===== src/rtl/uart_pkg.sv =====
// -----------------------------------------------------------------------------
// uart_pkg
// Shared UART definitions used by both the receiver and the transmitter:
//   - uart_state_e : frame-level FSM encoding (IDLE, START, DATA, PARITY, STOP)
//   - default frame / timing constants
// No ports (package).
// -----------------------------------------------------------------------------
package uart_pkg;

    typedef enum logic [2:0] {
        IDLE   = 3'd0,
        START  = 3'd1,
        DATA   = 3'd2,
        PARITY = 3'd3,
        STOP   = 3'd4
    } uart_state_e;

    localparam int UART_DATA_WIDTH     = 8;
    localparam int UART_CLOCKS_PER_BIT = 8;
    localparam int UART_SYNC_STAGES    = 3;

endpackage : uart_pkg


===== src/rtl/uart_rx_sync.sv =====
// -----------------------------------------------------------------------------
// uart_rx_sync
// Multi-flop synchronizer for the asynchronous serial line. All stages reset
// to 1 so that an idle (high) line never looks like a falling edge after reset.
// Ports:
//   clk      in  1  rising-edge clock
//   reset    in  1  synchronous, active-high
//   async_in in  1  asynchronous input
//   sync_out out 1  last synchronizer stage
// -----------------------------------------------------------------------------
module uart_rx_sync
    import uart_pkg::*;
#(
    parameter int STAGES = UART_SYNC_STAGES
) (
    input  logic clk,
    input  logic reset,
    input  logic async_in,
    output logic sync_out
);

    logic [STAGES-1:0] sync_q;
    logic [STAGES-1:0] sync_d;

    genvar gi;
    generate
        for (gi = 0; gi < STAGES; gi++) begin : g_stage
            if (gi == 0) begin : g_first
                assign sync_d[gi] = async_in;
            end else begin : g_chain
                assign sync_d[gi] = sync_q[gi-1];
            end
        end
    endgenerate

    always_ff @(posedge clk) begin
        if (reset) begin
            sync_q <= '1;
        end else begin
            sync_q <= sync_d;
        end
    end

    assign sync_out = sync_q[STAGES-1];

endmodule : uart_rx_sync


===== src/rtl/uart_rx.sv =====
// -----------------------------------------------------------------------------
// uart_rx
// UART receiver: 1 start bit, DATA_WIDTH data bits (LSB first), optional even
// parity bit, 1 stop bit. Oversampled at CLOCKS_PER_BIT clocks per bit.
//
// Build option: define UART_RX_PARITY_EN to add the parity bit to the frame
// and report parity errors on rx_error. Without it the frame has no parity
// bit and rx_error reports framing errors only.
//
// Ports:
//   clk           in  1           rising-edge clock
//   reset         in  1           synchronous, active-high
//   serial_in     in  1           asynchronous serial line, idles high
//   received_data out DATA_WIDTH  last frame received without error
//   data_is_valid out 1           one-cycle pulse per good frame
//   rx_error      out 1           one-cycle pulse per parity/framing error
//   busy          out 1           FSM not in IDLE
// -----------------------------------------------------------------------------
module uart_rx
    import uart_pkg::*;
#(
    parameter int DATA_WIDTH     = UART_DATA_WIDTH,
    parameter int CLOCKS_PER_BIT = UART_CLOCKS_PER_BIT,
    parameter int SYNC_STAGES    = UART_SYNC_STAGES
) (
    input  logic                  clk,
    input  logic                  reset,
    input  logic                  serial_in,
    output logic [DATA_WIDTH-1:0] received_data,
    output logic                  data_is_valid,
    output logic                  rx_error,
    output logic                  busy
);

    localparam int CNT_W = (CLOCKS_PER_BIT > 2) ? $clog2(CLOCKS_PER_BIT) : 1;
    localparam int IDX_W = (DATA_WIDTH > 1) ? $clog2(DATA_WIDTH) : 1;

    // Start bit is sampled mid-bit; every later sample is a full bit period on.
    localparam logic [CNT_W-1:0] HALF_LAST = CNT_W'(CLOCKS_PER_BIT/2 - 1);
    localparam logic [CNT_W-1:0] FULL_LAST = CNT_W'(CLOCKS_PER_BIT - 1);
    localparam logic [IDX_W-1:0] IDX_LAST  = IDX_W'(DATA_WIDTH - 1);

    logic line;

    uart_rx_sync #(
        .STAGES (SYNC_STAGES)
    ) u_sync (
        .clk      (clk),
        .reset    (reset),
        .async_in (serial_in),
        .sync_out (line)
    );

    uart_state_e           state_q, state_d;
    logic [CNT_W-1:0]      cnt_q, cnt_d;
    logic [IDX_W-1:0]      idx_q, idx_d;
    logic [DATA_WIDTH-1:0] shift_q, shift_d;
    logic [DATA_WIDTH-1:0] received_data_q, received_data_d;
    logic                  line_prev_q, line_prev_d;
    logic                  done_q, done_d;
    logic                  ok_q, ok_d;
    logic                  valid_q, valid_d;
    logic                  err_q, err_d;
`ifdef UART_RX_PARITY_EN
    logic                  parity_q, parity_d;
`endif

    logic bit_tick;

    always_comb begin
        state_d         = state_q;
        cnt_d           = cnt_q + 1'b1;
        idx_d           = idx_q;
        shift_d         = shift_q;
        received_data_d = received_data_q;
        line_prev_d     = line;
        done_d          = 1'b0;
        ok_d            = ok_q;
        valid_d         = 1'b0;
        err_d           = 1'b0;
`ifdef UART_RX_PARITY_EN
        parity_d        = parity_q;
`endif

        bit_tick = (state_q == START) ? (cnt_q == HALF_LAST) : (cnt_q == FULL_LAST);

        // Outputs are issued one cycle after the stop sample, from the
        // verdict latched at that sample.
        if (done_q) begin
            valid_d = ok_q;
            err_d   = ~ok_q;
            if (ok_q) begin
                received_data_d = shift_q;
            end
        end

        case (state_q)
            IDLE: begin
                cnt_d = '0;
                idx_d = '0;
                // Edge (not level) detect: a line held low after a break
                // must go high again before a new start is recognised.
                if (line_prev_q && !line) begin
                    state_d = START;
                end
            end

            START: begin
                if (bit_tick) begin
                    cnt_d = '0;
                    if (line) begin
                        state_d = IDLE;   // glitch, not a real start bit
                    end else begin
                        state_d = DATA;
`ifdef UART_RX_PARITY_EN
                        parity_d = 1'b0;
`endif
                    end
                end
            end

            DATA: begin
                if (bit_tick) begin
                    cnt_d   = '0;
                    // Shift in from the top: after DATA_WIDTH samples the
                    // first (LSB) bit has reached bit 0.
                    shift_d = {line, shift_q[DATA_WIDTH-1:1]};
`ifdef UART_RX_PARITY_EN
                    parity_d = parity_q ^ line;
`endif
                    if (idx_q == IDX_LAST) begin
                        idx_d = '0;
`ifdef UART_RX_PARITY_EN
                        state_d = PARITY;
`else
                        state_d = STOP;
`endif
                    end else begin
                        idx_d = idx_q + 1'b1;
                    end
                end
            end

`ifdef UART_RX_PARITY_EN
            PARITY: begin
                if (bit_tick) begin
                    cnt_d    = '0;
                    parity_d = parity_q ^ line;
                    state_d  = STOP;
                end
            end
`endif

            STOP: begin
                if (bit_tick) begin
                    // Leave mid stop bit so a start bit that follows
                    // immediately is still caught as an edge.
                    cnt_d   = '0;
                    state_d = IDLE;
                    done_d  = 1'b1;
`ifdef UART_RX_PARITY_EN
                    ok_d = line & ~parity_q;
`else
                    ok_d = line;
`endif
                end
            end

            default: begin
                cnt_d   = '0;
                state_d = IDLE;
            end
        endcase
    end

    always_ff @(posedge clk) begin
        if (reset) begin
            state_q         <= IDLE;
            cnt_q           <= '0;
            idx_q           <= '0;
            shift_q         <= '0;
            received_data_q <= '0;
            line_prev_q     <= 1'b1;
            done_q          <= 1'b0;
            ok_q            <= 1'b0;
            valid_q         <= 1'b0;
            err_q           <= 1'b0;
`ifdef UART_RX_PARITY_EN
            parity_q        <= 1'b0;
`endif
        end else begin
            state_q         <= state_d;
            cnt_q           <= cnt_d;
            idx_q           <= idx_d;
            shift_q         <= shift_d;
            received_data_q <= received_data_d;
            line_prev_q     <= line_prev_d;
            done_q          <= done_d;
            ok_q            <= ok_d;
            valid_q         <= valid_d;
            err_q           <= err_d;
`ifdef UART_RX_PARITY_EN
            parity_q        <= parity_d;
`endif
        end
    end

    assign received_data = received_data_q;
    assign data_is_valid = valid_q;
    assign rx_error      = err_q;
    assign busy          = (state_q != IDLE);

endmodule : uart_rx


===== config.mk =====
export PLATFORM = sky130hd
export DESIGN_NAME = uart_rx
export DESIGN_NICKNAME = d
export VERILOG_FILES = /design/src/rtl/uart_pkg.sv /design/src/rtl/uart_rx_sync.sv /design/src/rtl/uart_rx.sv
export SDC_FILE = /design/constraint.sdc
export NUM_CORES = 1
export LEC_CHECK = 0
export CAP_MARGIN = 20
export CORE_UTILIZATION = 49
export CTS_BUF_LIST = sky130_fd_sc_hd__clkbuf_8 sky130_fd_sc_hd__clkbuf_16
export DETAILED_ROUTE_END_ITERATION = 16
export GPL_TIMING_DRIVEN = 0
export HOLD_SLACK_MARGIN = 0.05
export PLACE_DENSITY = 0.79
export SETUP_SLACK_MARGIN = 0.3
export SYNTH_ARGS = -nofsm -noshare
export SYNTH_HDL_FRONTEND = slang
export SYNTH_SLANG_ARGS = --single-unit

===== constraint.sdc =====
create_clock -name clk -period 1.5 [get_ports clk]
set_input_delay 0.3 -clock clk [delete_from_list [all_inputs] [get_ports clk]]
set_output_delay 0.3 -clock clk [all_outputs]
set_load 0.005 [all_outputs]

==> results.md, run 1 <==
* Status: complete, but fails checks
* Violated checks: setup timing
* Avg Cell Area, Syn at 9.56 µm²
* Setup ws final at -0.0458 ns
* # DRC at 0
* CTS Buf Count at 5
* Yosys warning total at 0
* First-pass GRT wire length at 4220 µm
* Pwr per Cell Area at 858 nW/µm²
* DR iter-0 viols at 18
* Total core area at 2500 µm²
* Max Cap Viol at 0
* Final setup viols at 5
* DRT Pass-1 Iters at 5
* Top post-synthesis cells by area: dfxtp_1 50%, mux2i_1 6.8%, a21oi_1 5.3%
* Synth async-reset ratio at 0%
* Root Buffer: clkbuf_8
* CP endpoint kind: register
* Max Clk Rate at 647 MHz
* Share of cells above drive strength 1 at between 30 and 40%
* Antenna violations before repair at 0
* Vias in the first global route at 962
* Clock Skews at 0.00583 ns
* Placed insts at 181
* Gpl congestion at 0.815
* Area grow syn2layout at 36.4%
* RSZ-0062 raised after global routing: yes
* Maximum fanout along the worst path at 6
* Final ANT Viol Nets at 0
* Setup tns final at -0.147 ns
* Die Width at between 50 and 60 µm
* Post-Syn Nets at roughly 140
* Worst Hold Class: reg -> reg
* Synth cell types at 28
* ANT cells at 0
* Worst setup SP type: register
* Worst Tran Pin Value at 0.482 ns
* Grt ovf at 0
* Clock sinks at 33
* Pleak at about 0.00077 µW
* Final hold violations at 0
* CTS tree: built
* CTS Hold Bufs at 0
* Rel. slew slack at 67.9%
* Number of fill cells in the layout at 180
* Hold path depth at 1
* Synthesized instance count at roughly 140
* Die area at 2900 µm²
* Overall Global Routing Usage at 21.8%
* Maximum vdd drop at 0.000728 V
* Setup CP Type: reg -> reg
* Clock Latency Late Sink at 0.28 ns
* Commonest register cell after synthesis: dfxtp_1
* Post-synth top area cell: dfxtp_1
* Max-slew violations at 0
* Pin count of the biggest net entering global routing at 11
* Reg2Reg Depth at 7
* Nets at 175
* Buffers on Ports at 13
* Arrival @ worst endpoint at approximately 1.8 ns
* Avg WL per Cell at approximately 15 µm
* # IOs at 14
* Post-synth EDFFs at 0
* CTS max path bufs at 2
* Die Span Y at 53.9 µm
* DR vias at 1112
* Yosys top cell area share at between 50% and 60%
* Clock-pin slew on the worst setup and hold paths at approximately 0.060 ns
* Util after Layout at just over 70%
* Final wirelength at 3030 µm
* Final period utilization at 103%
* Starting Density at 52.8%
* H-Tree Depth at 2
* Worst Path Required at 1.71 ns
* Cell Area, Synth at 1320 µm²
* Number of cell rows at 18
* HPWL Detailed at 1770 µm
* Post-synthesis sequential area ratio at 50.1%
* Non-Filler Instances at 198
* Post-route total power at 1540 µW
* Vias per cell at 5.62
* Flops & latches, synth at 33
* Final min period at 1.55 ns
## flip-flops by register name, summed over array words and instances, names as in the netlist, 3 cells and up
signal	cells
shift_q	8
state_q	3
u_sync.sync_q	3
idx_q	3
cnt_q	3
received_data	8
## worst max-delay path, cell delays in order (launching register included)
cell and delay, ns:
dfxtp_2 0.32, buf_8 0.11, buf_4 0.13, buf_8 0.12, nor3b_4 0.28, and2_4 0.20, buf_6 0.11, mux2i_1 0.19
## synthesized netlist by cell type, types with 2 or more instances
cell,n
a21oi_1,14
and2_1,2
and4bb_1,2
buf_2,3
clkbuf_1,6
dfxtp_1,33
ha_1,3
mux2i_1,9
nand2_1,10
nand2b_1,11
nand3_1,11
nand4_1,2
nor2_1,8
nor2b_1,3
o21ai_0,4
or2_2,5
## placed cells by master, fill, tap and decap left out, drive strengths merged, types with 2 or more instances in the layout
master and count:
buf 16, nor2 8, and4bb 2, nand2 10
nand2b 11, mux2i 9, nor2b 3, dlygate4sd2 11
or2 5, clkbuf 11, nand3 11, a21oi 14
nand4 2, o21ai 4, ha 3, and2 2
dfxtp 33, nor3b 2
## cells by family (layout without fill, tap and decap cells)
group	after synthesis	after routing	share of synthesized area, %
adder cells (fa/ha/maj)	3	3	2.85
AND/OR/NAND/NOR	61	61	27.0
buffers and inverters	10	40	3.70
flip-flops	33	33	50.1
AO/OA/AOI/OAI	21	21	8.82
XOR/XNOR	1	1	0.664
multiplexers	9	9	6.83
## metal layers
metal	share of wire (%)	global-route usage, %	up-vias
met2	54	36.6	23
li1	-	-	539
met1	41	23.9	545
met3	3.5	5.93	5
met4	1.6	14.5	0
met5	0	0	-
## through the flow
stage               hold slack, ns  setup WS [ns]  instance area (µm²)
floorplan                    0.389          0.177                 1340
global placement             0.393         -0.347                 1510
detailed placement           0.399         -0.371                 1510
CTS                          0.417        -0.0117                 1670
global route                 0.420         -0.129                 1800
finish                       0.415        -0.0458                 1800
## layout make-up
type	count	area [µm²]	area share [%]
well taps	30	37.5	2.09
multi-input cells	95	712	39.6
clock buffers	5	68.8	3.82
plain buffers	10	88.8	4.94
flip-flops and latches	33	664	36.9
clock inverters	1	5.00	0.278
repair buffers	24	223	12.4
## repair_timing
| item | 4_1_cts | 5_1_grt |
|---|---|---|
| pin swaps | 5 | 7 |
| gates cloned | 0 | 0 |
| setup buffers | 5 | 6 |
| resized for setup | 36 | 23 |
| endpoints found under the setup margin | 42 | 21 |
## power by group
| part | internal, µW | switching, µW | leakage [µW] |
|---|---|---|---|
| clock network | 305 | 305 | 0.0000399 |
| logic | 23.1 | 26.9 | 0.000457 |
| registers | 882 | 2.13 | 0.000268 |
| total | 1210 | 334 | 0.000765 |
## path summary, 6_finish.rpt
check	start	slack (ns)	endpoint
setup / recovery	state_q[2]	-0.05	shift_q[0]
hold / removal	u_sync.sync_q[0]	0.41	u_sync.sync_q[1]
setup reg to reg	state_q[2]	-0.05	shift_q[0]
hold reg to reg	u_sync.sync_q[0]	0.41	u_sync.sync_q[1]
Power figures use the tool's default switching activity.
==> run 2, diff against run 1 <==
--- a/config.mk
+++ b/config.mk
@@ -6,6 +6,7 @@
 export NUM_CORES = 1
 export LEC_CHECK = 0
 export CAP_MARGIN = 20
+export CORE_MARGIN = 2
 export CORE_UTILIZATION = 49
 export CTS_BUF_LIST = sky130_fd_sc_hd__clkbuf_8 sky130_fd_sc_hd__clkbuf_16
 export DETAILED_ROUTE_END_ITERATION = 16
==> run 2 against run 1 <==
The run now ends clean. Routed wire length increased by 2.8%. Clock skew rose by 0.0013 ns. Setup slack better by 0.053 ns. Clock power rose by 42%. Sequential cell count unchanged. Combinational power up 6.4%. Critical path depth is 4 lower. Global-route usage is 2.2 points lower. Via count decreased by 1.6%. Register-to-register slack better by 0.16 ns. Critical path type is now reg -> out. Design area is 2.4% higher.
==> results.md, run 2 (same netlist as run 1, synthesis figures left out) <==
* Hold slack final at 0.413 ns
* First-pass GRT wire length at about 4600 µm
* Root Buffer: clkbuf_8
* Rel. slew slack at about two thirds
* Worst Tran Pin Value at approximately 0.52 ns
* HPWL Detailed at 1810 µm
* Share of cells above drive strength 1 at 31.0%
* CTS tree: built
* Die area at 3120 µm²
* Overall Global Routing Usage at 19.7%
* Placed insts at 181
* Final ANT Viol Nets at 0
* Worst setup SP type: register
* Avg WL per Cell at 15.7 µm
* Setup tns final at 0 ns
* Area grow syn2layout at 39.7%
* Clock-pin slew on the worst setup and hold paths at about 0.07 ns
* Final setup viols at 0
* DRT Pass-1 Iters at 4
* CTS Hold Bufs at 0
* # IOs at 14
* Non-Filler Instances at 198
* Gpl congestion at around 0.79
* Grt ovf at 0
* Clock sinks at 33
* Worst Path Required at 1.20 ns
* Nets at 173
* Final min period at 1.49 ns
* # DRC at 0
* Max-slew violations at 0
* Max Clk Rate at 670 MHz
* Max Cap Viol at 0
* Pwr per Cell Area at 977 nW/µm²
* Pin count of the biggest net entering global routing at 11
* CTS max path bufs at 2
* Die Width at 55.9 µm
* RSZ-0062 raised after global routing: yes
* DR iter-0 viols at 20
* Post-route total power at 1800 µW
* DR vias at 1094
* Starting Density at 52.3%
* Buffers on Ports at 13
* ANT cells at 0
* Number of cell rows at 18
* Most frequent cells in the layout: 29 x dfxtp_1, 11 x nand2b_1, 11 x a21oi_1
* Util after Layout at 73.0%
* Commonest non-fill, non-tap cell in the layout: dfxtp_1
* Total core area at 2520 µm²
* Maximum vdd drop at between 0.0009 and 0.001 V
* Die Span Y at 55.9 µm
* Arrival @ worst endpoint at 1.19 ns
* Clock Latency Late Sink at approximately 0.29 ns
* Antenna violations before repair at 0
* H-Tree Depth at 2
* Clock Skews at between 0.007 and 0.008 ns
* Setup CP Type: reg -> out
* Pleak at 0.000753 µW
* CP endpoint kind: output pin
* Status: complete, no violations
* Final wirelength at 3110 µm
* Final period utilization at 99.5%
* CTS Buf Count at 5
* Final hold violations at 0
* Vias in the first global route at 1015
* Vias per cell at 5.53
* Worst Hold Class: reg -> reg
* Maximum fanout along the worst path at 10
run 2: changes by cell type in the layout (fill, tap and decap cells not counted), sizes merged:
cell	delta
bufinv	+1
clkbuf	+1
dlygate4sd2	-2
clkinv	-1
clkdlybuf4s15	+2
buf	-2
inv	+1
run 2: final timing paths:
check                                      start               end  slack [ns]  cells past startpoint
worst max-delay path                  state_q[1]              busy       0.007                      3
worst min-delay path            u_sync.sync_q[0]  u_sync.sync_q[1]        0.41                      1
worst max register to register          cnt_q[0]        shift_q[7]        0.11                      7
worst min register to register  u_sync.sync_q[0]  u_sync.sync_q[1]        0.41                      1
run 2: repair_timing:
action / in CTS / in global routing
setup endpoints to repair: 43 / 23
gates resized for setup: 44 / 19
buffers inserted: 6 / 3
pin swaps: 5 / 5
run 2: power breakdown:
| group | switching, µW | leakage, µW | total [µW] | internal (µW) |
|---|---|---|---|---|
| clock network | 329 | 0.0000626 | 864 | 535 |
| registers | 2.13 | 0.000269 | 883 | 881 |
| logic | 27.9 | 0.000422 | 53.2 | 25.4 |
run 2: area by class of cell:
| cell class | count | area, µm² |
|---|---|---|
| flip-flops and latches | 33 | 666 |
| multi-input cells | 95 | 722 |
| well taps | 30 | 37.5 |
| fillers | 180 | 681 |
| clock inverters | 2 | 33.8 |
| plain buffers | 10 | 87.6 |
| repair buffers | 22 | 213 |
| clock buffers | 6 | 82.6 |
run 2: through the flow:
stage,cell area (µm²),worst slack (ns)
2_1_floorplan,1340,0.177
3_3_place_gp,1510,-0.348
3_5_place_dp,1510,-0.400
4_1_cts,1740,-0.00528
5_1_grt,1840,-0.0404
6_report,1840,0.00683
run 2: critical path: stages (launching register included):
cell	delay (ns)
dfxtp_2	0.34
buf_6	0.13
or3_1	0.30
buf_2	0.13
run 2: layer usage:
layer  up-vias  share of wire, %  track usage, %
li1        536                 -               -
met1       528                44            23.1
met2        19                50            31.8
met3        11               2.9            6.98
met4         0               3.3            9.86
met5         -                 0               0
==> run 3, diff against run 2 <==
--- a/config.mk
+++ b/config.mk
@@ -9,6 +9,7 @@
 export CORE_MARGIN = 2
 export CORE_UTILIZATION = 49
 export CTS_BUF_LIST = sky130_fd_sc_hd__clkbuf_8 sky130_fd_sc_hd__clkbuf_16
+export CTS_CLUSTER_DIAMETER = 120
 export DETAILED_ROUTE_END_ITERATION = 16
 export GPL_TIMING_DRIVEN = 0
 export HOLD_SLACK_MARGIN = 0.05
==> results of run 3 <==
Same layout as run 2: the final DEF is identical, and so are final timing and power.
==> edit, RTL diff (config.mk and constraints of run 3) <==
Set the package constant `UART_SYNC_STAGES` to 2 (it was 3).
--- a/src/rtl/uart_pkg.sv
+++ b/src/rtl/uart_pkg.sv
@@ -19,3 +19,3 @@
     localparam int UART_CLOCKS_PER_BIT = 8;
-    localparam int UART_SYNC_STAGES    = 3;
+    localparam int UART_SYNC_STAGES    = 2;
 
Check against the original RTL: not equivalent (a bounded check fails within 4 cycles, from zero or initial values and one cycle with reset high).
==> edit against run 3 <==
The flow now finishes with violations (negative setup slack); largest cell class unchanged; setup slack got worse by 8.7 ps; sequential cell count decreased by 1; cell area decreased by 5.4%; non-clock buffer count increased by 2; area after synthesis decreased by 3.9%; count of clock-buffer cells in the layout increased by 1; wire length decreased by 7.7%; highest routed layer unchanged; critical path type unchanged.
Power is not compared: it rests on default switching activity, and its combinational part moved more than twofold at a synthesized area within 25%.
==> edit: results (changes against run 3) <==
- Multiplexer share of the synthesized area: 7.90% (was 6.83%)
- Post-DP Area: 0.00147 mm2 (was 0.00151 mm2)
- Worst Skew: 6.06 ps (was 7.11 ps)
- # setup viols final: 1 (was 0)
- Syn_area_per_cell: 9.68 um2 (was 9.56 um2)
- Seq/Total Area, Yosys: 50.5% (was 50.1%)
- # nets final: 169 (was 173)
- Compound-Gate Fraction of Synth Area: 9.77% (was 8.82%)
- Hold Path Class: in -> reg (was reg -> reg)
- Crit Path Max Fanout: 2 (was 10)
- Pre-CTS setup slack: -119 ps (was -400 ps)
- Pre-antenna DRT Iters: 5 (was 4)
- Post-DP HPWL: 1.67 mm (was 1.81 mm)
- Synthesized-area fraction occupied by adder cells: 2.96% (was 2.85%)
- Metal2 WL: 1.58 mm (was 1.56 mm)
- Final worst setup slack: -1.85 ps (was 6.83 ps)
- Synth Net Count: 137 (was 144)
- Post-CTS Resized: 28 (was 44)
- Buffers inserted during post-CTS setup optimization: 11 (was 6)
- Top cells by area, synth: dfxtp_1 51%, mux2i_1 7.9%, a21oi_1 4.3% (was dfxtp_1 50%, mux2i_1 6.8%, a21oi_1 5.3%)
- Non-Filler Instances: 194 (was 198)
- Slowest cell delay on critical path: 390 ps (was 340 ps)
- Worst Reg-to-Reg Cells: 6 (was 7)
- Port buffer count: 12 (was 13)
- Status: complete, but fails checks (was complete, no violations)
- Failing checks: negative setup slack
- Hold_sp: reset (was u_sync.sync_q[0]$_SDFF_PP1_)
[edit: cell count changes in the layout (fill, tap and decap cells not counted), moves of 3 or more]
cell / delta
clkbuf_1: +4
nand2b_1: -8
nor3_1: +3
nor2_1: +5
a21oi_2: -3
nor2b_1: -3
buf_4: +7
[edit: worst reg2reg max path, delay by kind of cell, from the launching register on]
kind	cells	cell delay (ps)
AND/OR/NAND/NOR	3	410
adder cells (fa/ha/maj)	1	160
flip-flops	1	350
multiplexers	1	230
buffers and inverters	1	180
[edit: area by class of cell]
| type | instances | area [um2] | share of cell area (%) |
|---|---|---|---|
| plain buffers | 9 | 57.6 | 3.30 |
| clock buffers | 7 | 96.3 | 5.53 |
| clock inverters | 1 | 30.0 | 1.72 |
| inverters | 3 | 11.3 | 0.646 |
| multi-input cells | 87 | 648 | 37.2 |
| flip-flops and latches | 32 | 647 | 37.1 |
| well taps | 30 | 37.5 | 2.15 |
| repair buffers | 25 | 215 | 12.3 |
[edit: how the worst max path moves through the flow]
stage,endpoint,from
6_report,busy,state_q[1]$_SDFFE_PP0P_
5_1_grt,busy,state_q[1]$_SDFFE_PP0P_
4_1_cts,busy,state_q[1]$_SDFFE_PP0P_
3_5_place_dp,busy,state_q[2]$_SDFFE_PP0P_
3_3_place_gp,busy,state_q[2]$_SDFFE_PP0P_
2_1_floorplan,shift_q[0]$_SDFFE_PP0P_,cnt_q[1]$_SDFF_PP0_
[edit: logic make-up after synthesis]
kind of cell,after synthesis
flops,32
fa+ha+maj,3
buf+inv,12
compound gates,18
xor+xnor,2
mux,10
simple gates,54
[edit: metrics by stage]
step           power [mW]  setup TNS (ps)
2_1_floorplan        1.13               0
3_3_place_gp         1.19            -105
3_5_place_dp         1.21            -119
4_1_cts              2.21           -13.6
5_1_grt              2.30            -106
6_report             2.22           -1.85
